<file path="src/rtl/gpr_pkg.sv">
// ============================================================================
// gpr_pkg : shared state encoding and default limits for go_get_put_responder
// Revision: 1.0
// ============================================================================
`default_nettype none

package gpr_pkg;

  typedef enum logic [1:0] {
    IDLE = 2'd0,
    GET  = 2'd1,
    PUT  = 2'd2
  } gpr_state_e;

  localparam int GPR_GET_LEN   = 2;
  localparam int GPR_PUT_COUNT = 2;
  localparam int GPR_TIMEOUT   = 15;

endpackage

`default_nettype wire

</file>
<file path="src/rtl/gpr_wdog.sv">
// ============================================================================
// gpr_wdog : counts consecutive stalled PUT cycles and flags the one that
//            reaches the limit.
// Revision: 1.0
// ============================================================================
`default_nettype none

module gpr_wdog #(
  parameter int TIMEOUT = 15
) (
  input  logic clk,
  input  logic rst_n,
  input  logic clr,
  input  logic inc,
  output logic expired
);

  localparam int W = $clog2(TIMEOUT + 1);
  localparam logic [W-1:0] C_LAST = W'(TIMEOUT - 1);

  logic [W-1:0] wait_cnt_q;
  logic [W-1:0] wait_cnt_d;

  // expired marks the stalled cycle that brings the count up to TIMEOUT
  assign expired = inc && !clr && (wait_cnt_q == C_LAST);

  always_comb begin
    wait_cnt_d = wait_cnt_q;
    if (clr) begin
      wait_cnt_d = '0;
    end else if (inc && !expired) begin
      wait_cnt_d = wait_cnt_q + 1'b1;
    end
  end

  always_ff @(posedge clk or negedge rst_n) begin
    if (!rst_n) begin
      wait_cnt_q <= '0;
    end else begin
      wait_cnt_q <= wait_cnt_d;
    end
  end

endmodule

`default_nettype wire

</file>
<file path="src/rtl/go_get_put_responder.sv">
// ============================================================================
// go_get_put_responder : go -> GET_LEN gets -> PUT_COUNT puts handshake FSM
// Optional checks enabled by macro GO_GET_PUT_RESPONDER_ASSERT_EN.
// Revision: 1.0
// ============================================================================
`default_nettype none

module go_get_put_responder
  import gpr_pkg::*;
#(
  parameter int GET_LEN   = GPR_GET_LEN,
  parameter int PUT_COUNT = GPR_PUT_COUNT,
  parameter int TIMEOUT   = GPR_TIMEOUT
) (
  input  logic clk,
  input  logic rst_n,
  input  logic go,
  input  logic get,
  input  logic ready,
  input  logic stop,
  output logic put,
  output logic busy,
  output logic done,
  output logic aborted,
  output logic err
);

  localparam int GW = $clog2(GET_LEN + 1);
  localparam int PW = $clog2(PUT_COUNT + 1);
  localparam logic [GW-1:0] C_GET_LEN   = GW'(GET_LEN);
  localparam logic [PW-1:0] C_PUT_COUNT = PW'(PUT_COUNT);

  gpr_state_e    state_q, state_d;
  logic [GW-1:0] get_cnt_q, get_cnt_d;
  logic [PW-1:0] put_cnt_q, put_cnt_d;
  logic          done_q, done_d;
  logic          aborted_q, aborted_d;
  logic          err_q, err_d;
  logic          tmo_pend_q, tmo_pend_d;
  logic          wd_clr, wd_inc, wd_expired;

  assign put     = (state_q == PUT) && ready && !stop;
  assign busy    = (state_q != IDLE);
  assign done    = done_q;
  assign aborted = aborted_q;
  assign err     = err_q;

  assign wd_clr = (state_q != PUT) || put || stop;
  assign wd_inc = (state_q == PUT) && !ready;

  gpr_wdog #(
    .TIMEOUT (TIMEOUT)
  ) u_wdog (
    .clk     (clk),
    .rst_n   (rst_n),
    .clr     (wd_clr),
    .inc     (wd_inc),
    .expired (wd_expired)
  );

  always_comb begin
    state_d    = state_q;
    get_cnt_d  = get_cnt_q;
    put_cnt_d  = put_cnt_q;
    done_d     = 1'b0;
    aborted_d  = 1'b0;
    // a timeout is reported one cycle after the FSM has already returned to IDLE
    err_d      = tmo_pend_q;
    tmo_pend_d = 1'b0;
    case (state_q)
      IDLE: begin
        if (go) begin
          state_d   = GET;
          get_cnt_d = '0;
        end
      end
      GET: begin
        if (get) begin
          get_cnt_d = get_cnt_q + 1'b1;
          if (get_cnt_d == C_GET_LEN) begin
            state_d   = PUT;
            put_cnt_d = '0;
          end
        end else begin
          state_d = IDLE;
          err_d   = 1'b1;
        end
      end
      PUT: begin
        if (stop) begin
          state_d   = IDLE;
          aborted_d = 1'b1;
        end else if (put) begin
          put_cnt_d = put_cnt_q + 1'b1;
          if (put_cnt_d == C_PUT_COUNT) begin
            state_d = IDLE;
            done_d  = 1'b1;
          end
        end else if (wd_expired) begin
          state_d    = IDLE;
          tmo_pend_d = 1'b1;
        end
      end
      default: state_d = IDLE;
    endcase
  end

  always_ff @(posedge clk or negedge rst_n) begin
    if (!rst_n) begin
      state_q    <= IDLE;
      get_cnt_q  <= '0;
      put_cnt_q  <= '0;
      done_q     <= 1'b0;
      aborted_q  <= 1'b0;
      err_q      <= 1'b0;
      tmo_pend_q <= 1'b0;
    end else begin
      state_q    <= state_d;
      get_cnt_q  <= get_cnt_d;
      put_cnt_q  <= put_cnt_d;
      done_q     <= done_d;
      aborted_q  <= aborted_d;
      err_q      <= err_d;
      tmo_pend_q <= tmo_pend_d;
    end
  end

`ifdef GO_GET_PUT_RESPONDER_ASSERT_EN
  localparam int C_PUT_WINDOW = TIMEOUT * PUT_COUNT + PUT_COUNT;

  a_xfer_completes: assert property (
    @(posedge clk) disable iff (!rst_n)
      (go && !busy) ##1 get [*GET_LEN] |->
        sync_reject_on(stop) (##1 (put [->PUT_COUNT] within 1'b1 [*C_PUT_WINDOW]))
  );

  a_put_implies_busy: assert property (
    @(posedge clk) disable iff (!rst_n) put |-> busy
  );
`endif

endmodule

`default_nettype wire
</file>
<file path="config.mk">
export PLATFORM = sky130hd
export DESIGN_NAME = go_get_put_responder
export DESIGN_NICKNAME = d
export VERILOG_FILES = /design/src/rtl/gpr_pkg.sv /design/src/rtl/gpr_wdog.sv /design/src/rtl/go_get_put_responder.sv
export SDC_FILE = /design/constraint.sdc
export NUM_CORES = 1
export LEC_CHECK = 0
export CELL_PAD_IN_SITES_DETAIL_PLACEMENT = 0
export CELL_PAD_IN_SITES_GLOBAL_PLACEMENT = 2
export CORE_MARGIN = 4
export CORE_UTILIZATION = 29
export DETAILED_ROUTE_END_ITERATION = 6
export PLACE_DENSITY = 0.75
export SETUP_SLACK_MARGIN = 0.02
export SYNTH_ARGS = -nofsm -noshare
export SYNTH_HDL_FRONTEND = slang
export SYNTH_SLANG_ARGS = --single-unit
</file>
<file path="constraint.sdc">
create_clock -name clk -period 1.2 [get_ports clk]
set_input_delay 0.24 -clock clk [delete_from_list [all_inputs] [get_ports clk]]
set_output_delay 0.24 -clock clk [all_outputs]
set_load 0.05 [all_outputs]
</file>
==> results.json <==
{
  "ys_seq_area_frac": 0.522,
  "setup_viol": 11,
  "hp-class": "in -> async",
  "synth_cell_types": 28,
  "overflow": 0,
  "pwr-share-clk": 0.168,
  "gp_congestion": 0.780,
  "status": "complete, but fails checks",
  "synth.most_common_cell": "dfrtp_1",
  "swShare": 0.329,
  "ys_dominant_reg_cell": "dfrtp_1",
  "p_seq_frac": 0.315,
  "cp-end-kind": "output pin",
  "die_h_um": 56.1,
  "syn_to_final_growth_pct": 68.8,
  "rows": 17,
  "power_uw": 2020,
  "fillers": 216,
  "cap_violations": 0,
  "clockBufferDepth": 2,
  "worstSkewPairLatency_ns": 0.28,
  "dp_hpwl_um": 1000,
  "drive_above_1_share": 0.489,
  "finalHoldViolCount": 0,
  "grt_first_pass_wirelength_um": 2450,
  "dieArea_sq_um": 3150,
  "htreeDepth": 1,
  "antenna_cells": 0,
  "leakagePower_uw": 0.000502,
  "r2r_slack_ns": -0.25,
  "antenna_found_initial": 0,
  "crit_fanout": 3,
  "netlist_top_cells_count": "dfrtp_1, inv_1, ha_1, nand3_1, nor2_1",
  "fin_ws_ns": -0.267,
  "wirelength_um": 1570,
  "required_ns": 0.96,
  "dr.pass1.iters": 4,
  "whs_ns": 0.267,
  "port_buffers": 10,
  "ff_latch_area_sq_um": 352,
  "min_period_over_period": 1.22,
  "avgSynthCellArea_sq_um": 11.2,
  "drc": 0,
  "netlist.area_leader.share": 0.522,
  "grt_pass1_vias": 535,
  "detail_route.wl_per_cell_um": 13.1,
  "power_frac_comb": 0.517,
  "syn_nets": 70,
  "async_reset_ff_frac": 1.00,
  "slew-limit-headroom": 0.831,
  "start_kind": "flop",
  "clock_sinks": 14,
  "initial_core_util": 0.303,
  "finalNetCount": 103,
  "vias": 583,
  "synthCells": 60,
  "switching_power_uw": 664,
  "drtIter0Drc": 5,
  "crit_type": "reg -> out",
  "rsz0062_at_grt": "yes",
  "max_freq_mhz": 682,
  "grt_max_degree": 15,
  "path_clk_slew_ns": 0.09,
  "clock_skew_ns": 0.00791,
  "cts_root_buf": "clkbuf_4",
  "grt_util_all_layers": 0.103,
  "synthTopCellsByArea": "dfrtp_1, ha_1, nand3_1",
  "min_period_ns": 1.47,
  "synth_area_sq_um": 671,
  "die_x_um": 56.1,
  "yosys.area.top_type": "dfrtp_1",
  "fp.coreArea_sq_um": 2210,
  "synth_seq_cells": 14,
  "ys_warn_count": 0,
  "ant_nets": 0,
  "violations": "setup timing",
  "crit_arrival_ns": 1.23,
  "peakVddDrop_mv": 1.15,
  "multi_input_area_sq_um": 377,
  "slew_violations": 0,
  "synth_edf_count": 0,
  "via_per_inst": 4.86,
  "numCtsBuffers": 3,
  "cts_tree": "built",
  "ios": 11,
  "p_int_uw": 1360,
  "p_per_area_nw_per_um2": 1780,
  "worst_pin_slew_ns": 0.253
}
## power by group through the flow
| stage | sequential [uW] | combinational (uW) | clock [uW] |
|---|---|---|---|
| floorplan | 659 | 355 | 0 |
| global placement | 633 | 706 | 0 |
| detailed placement | 635 | 712 | 0 |
| CTS | 625 | 828 | 368 |
| global route | 643 | 1100 | 389 |
| finish | 635 | 1040 | 340 |
## logic make-up (layout without fill, tap and decap cells)
logic type                 Yosys count  count (layout)  synth area share
and+or+nand+nor                     22              22             0.224
DFF                                 14              14             0.522
AOI/OAI and AO/OA                   12              12             0.118
buffers and inverters                6              38            0.0336
adders and majority gates            4               4            0.0746
xor gates and xnor gates             1               1            0.0131
muxes                                1               1            0.0149
## state kept, by name, indices dropped and copies added (netlist names)
signal and count:
tmo_pend_q 1, done 1, state_q 2, get_cnt_q 2, err 1, put_cnt_q 2, u_wdog.wait_cnt_q 4, aborted 1
## layer usage
metal | up-vias | track usage | share of wire
li1 | 283 | - | -
met1 | 276 | 0.117 | 0.40
met2 | 20 | 0.172 | 0.53
met3 | 4 | 0.0534 | 0.058
met4 | 0 | 0.0203 | 0.011
met5 | - | 0 | 0
## metrics by stage
step | cell area [sq um] | util | std cells | setup slack (ns) | TNS [ns]
final | 1130 | 0.512 | 120 | -0.267 | -1.77
after global routing | 1130 | 0.512 | 120 | -0.305 | -2.36
after CTS | 1040 | 0.469 | 116 | -0.290 | -1.06
after detailed placement | 937 | 0.424 | 108 | -0.346 | -2.79
after global placement | 937 | 0.424 | 108 | -0.336 | -2.68
after floorplan | 673 | - | 60 | 0.0275 | 0
## area by class of cell
cell class / instances / share of cell area
inverters: 5 / 0.0188
multi-input cells: 40 / 0.333
repair buffers: 29 / 0.275
clock buffers: 4 / 0.0320
flip-flops and latches: 14 / 0.310
well taps: 28 / 0.0309
## layout by cell type, fill, tap and decap left out, drive strengths merged, types with 2 or more instances in the layout
master / synthesis / layout
buf: 0 / 24
dfrtp: 14 / 14
clkdlybuf4s50: 0 / 5
inv: 5 / 5
nand3: 4 / 4
ha: 4 / 4
clkbuf: 1 / 4
nor2: 4 / 4
o21ai: 3 / 3
or2: 2 / 2
nor3b: 2 / 2
nand2b: 2 / 2
a31oi: 2 / 2
a22o: 2 / 2
## path summary, 6_finish.rpt
check                                             from                          endpoint  cells past startpoint
worst min-delay path                             rst_n                 aborted$_DFF_PN0_                      2
max in group asynchronous                        rst_n            state_q[1]$_DFFE_PN0P_                      2
min in group clk                  tmo_pend_q$_DFF_PN0_                     err$_DFF_PN0_                      1
worst min register to register    tmo_pend_q$_DFF_PN0_                     err$_DFF_PN0_                      1
worst max register to register  state_q[0]$_DFFE_PN0P_  u_wdog.wait_cnt_q[1]$_DFFE_PN0P_                      4
worst max-delay path            state_q[0]$_DFFE_PN0P_                              busy                      3
## worst max-delay path: stages (launching register included)
cell,delay [ns]
dfrtp_1,0.43
buf_6,0.14
or2_4,0.23
buf_12,0.15
## repair_timing
| item | CTS | global route |
|---|---|---|
| hold buffers | 0 | 0 |
| hold endpoints to repair | 0 | 0 |
| pin swaps | 5 | 9 |
| endpoints found under the setup margin | 8 | 13 |
| buffers inserted | 4 | 4 |
| resized for setup | 7 | 16 |
Note: power is estimated with default switching activity, not from simulation.
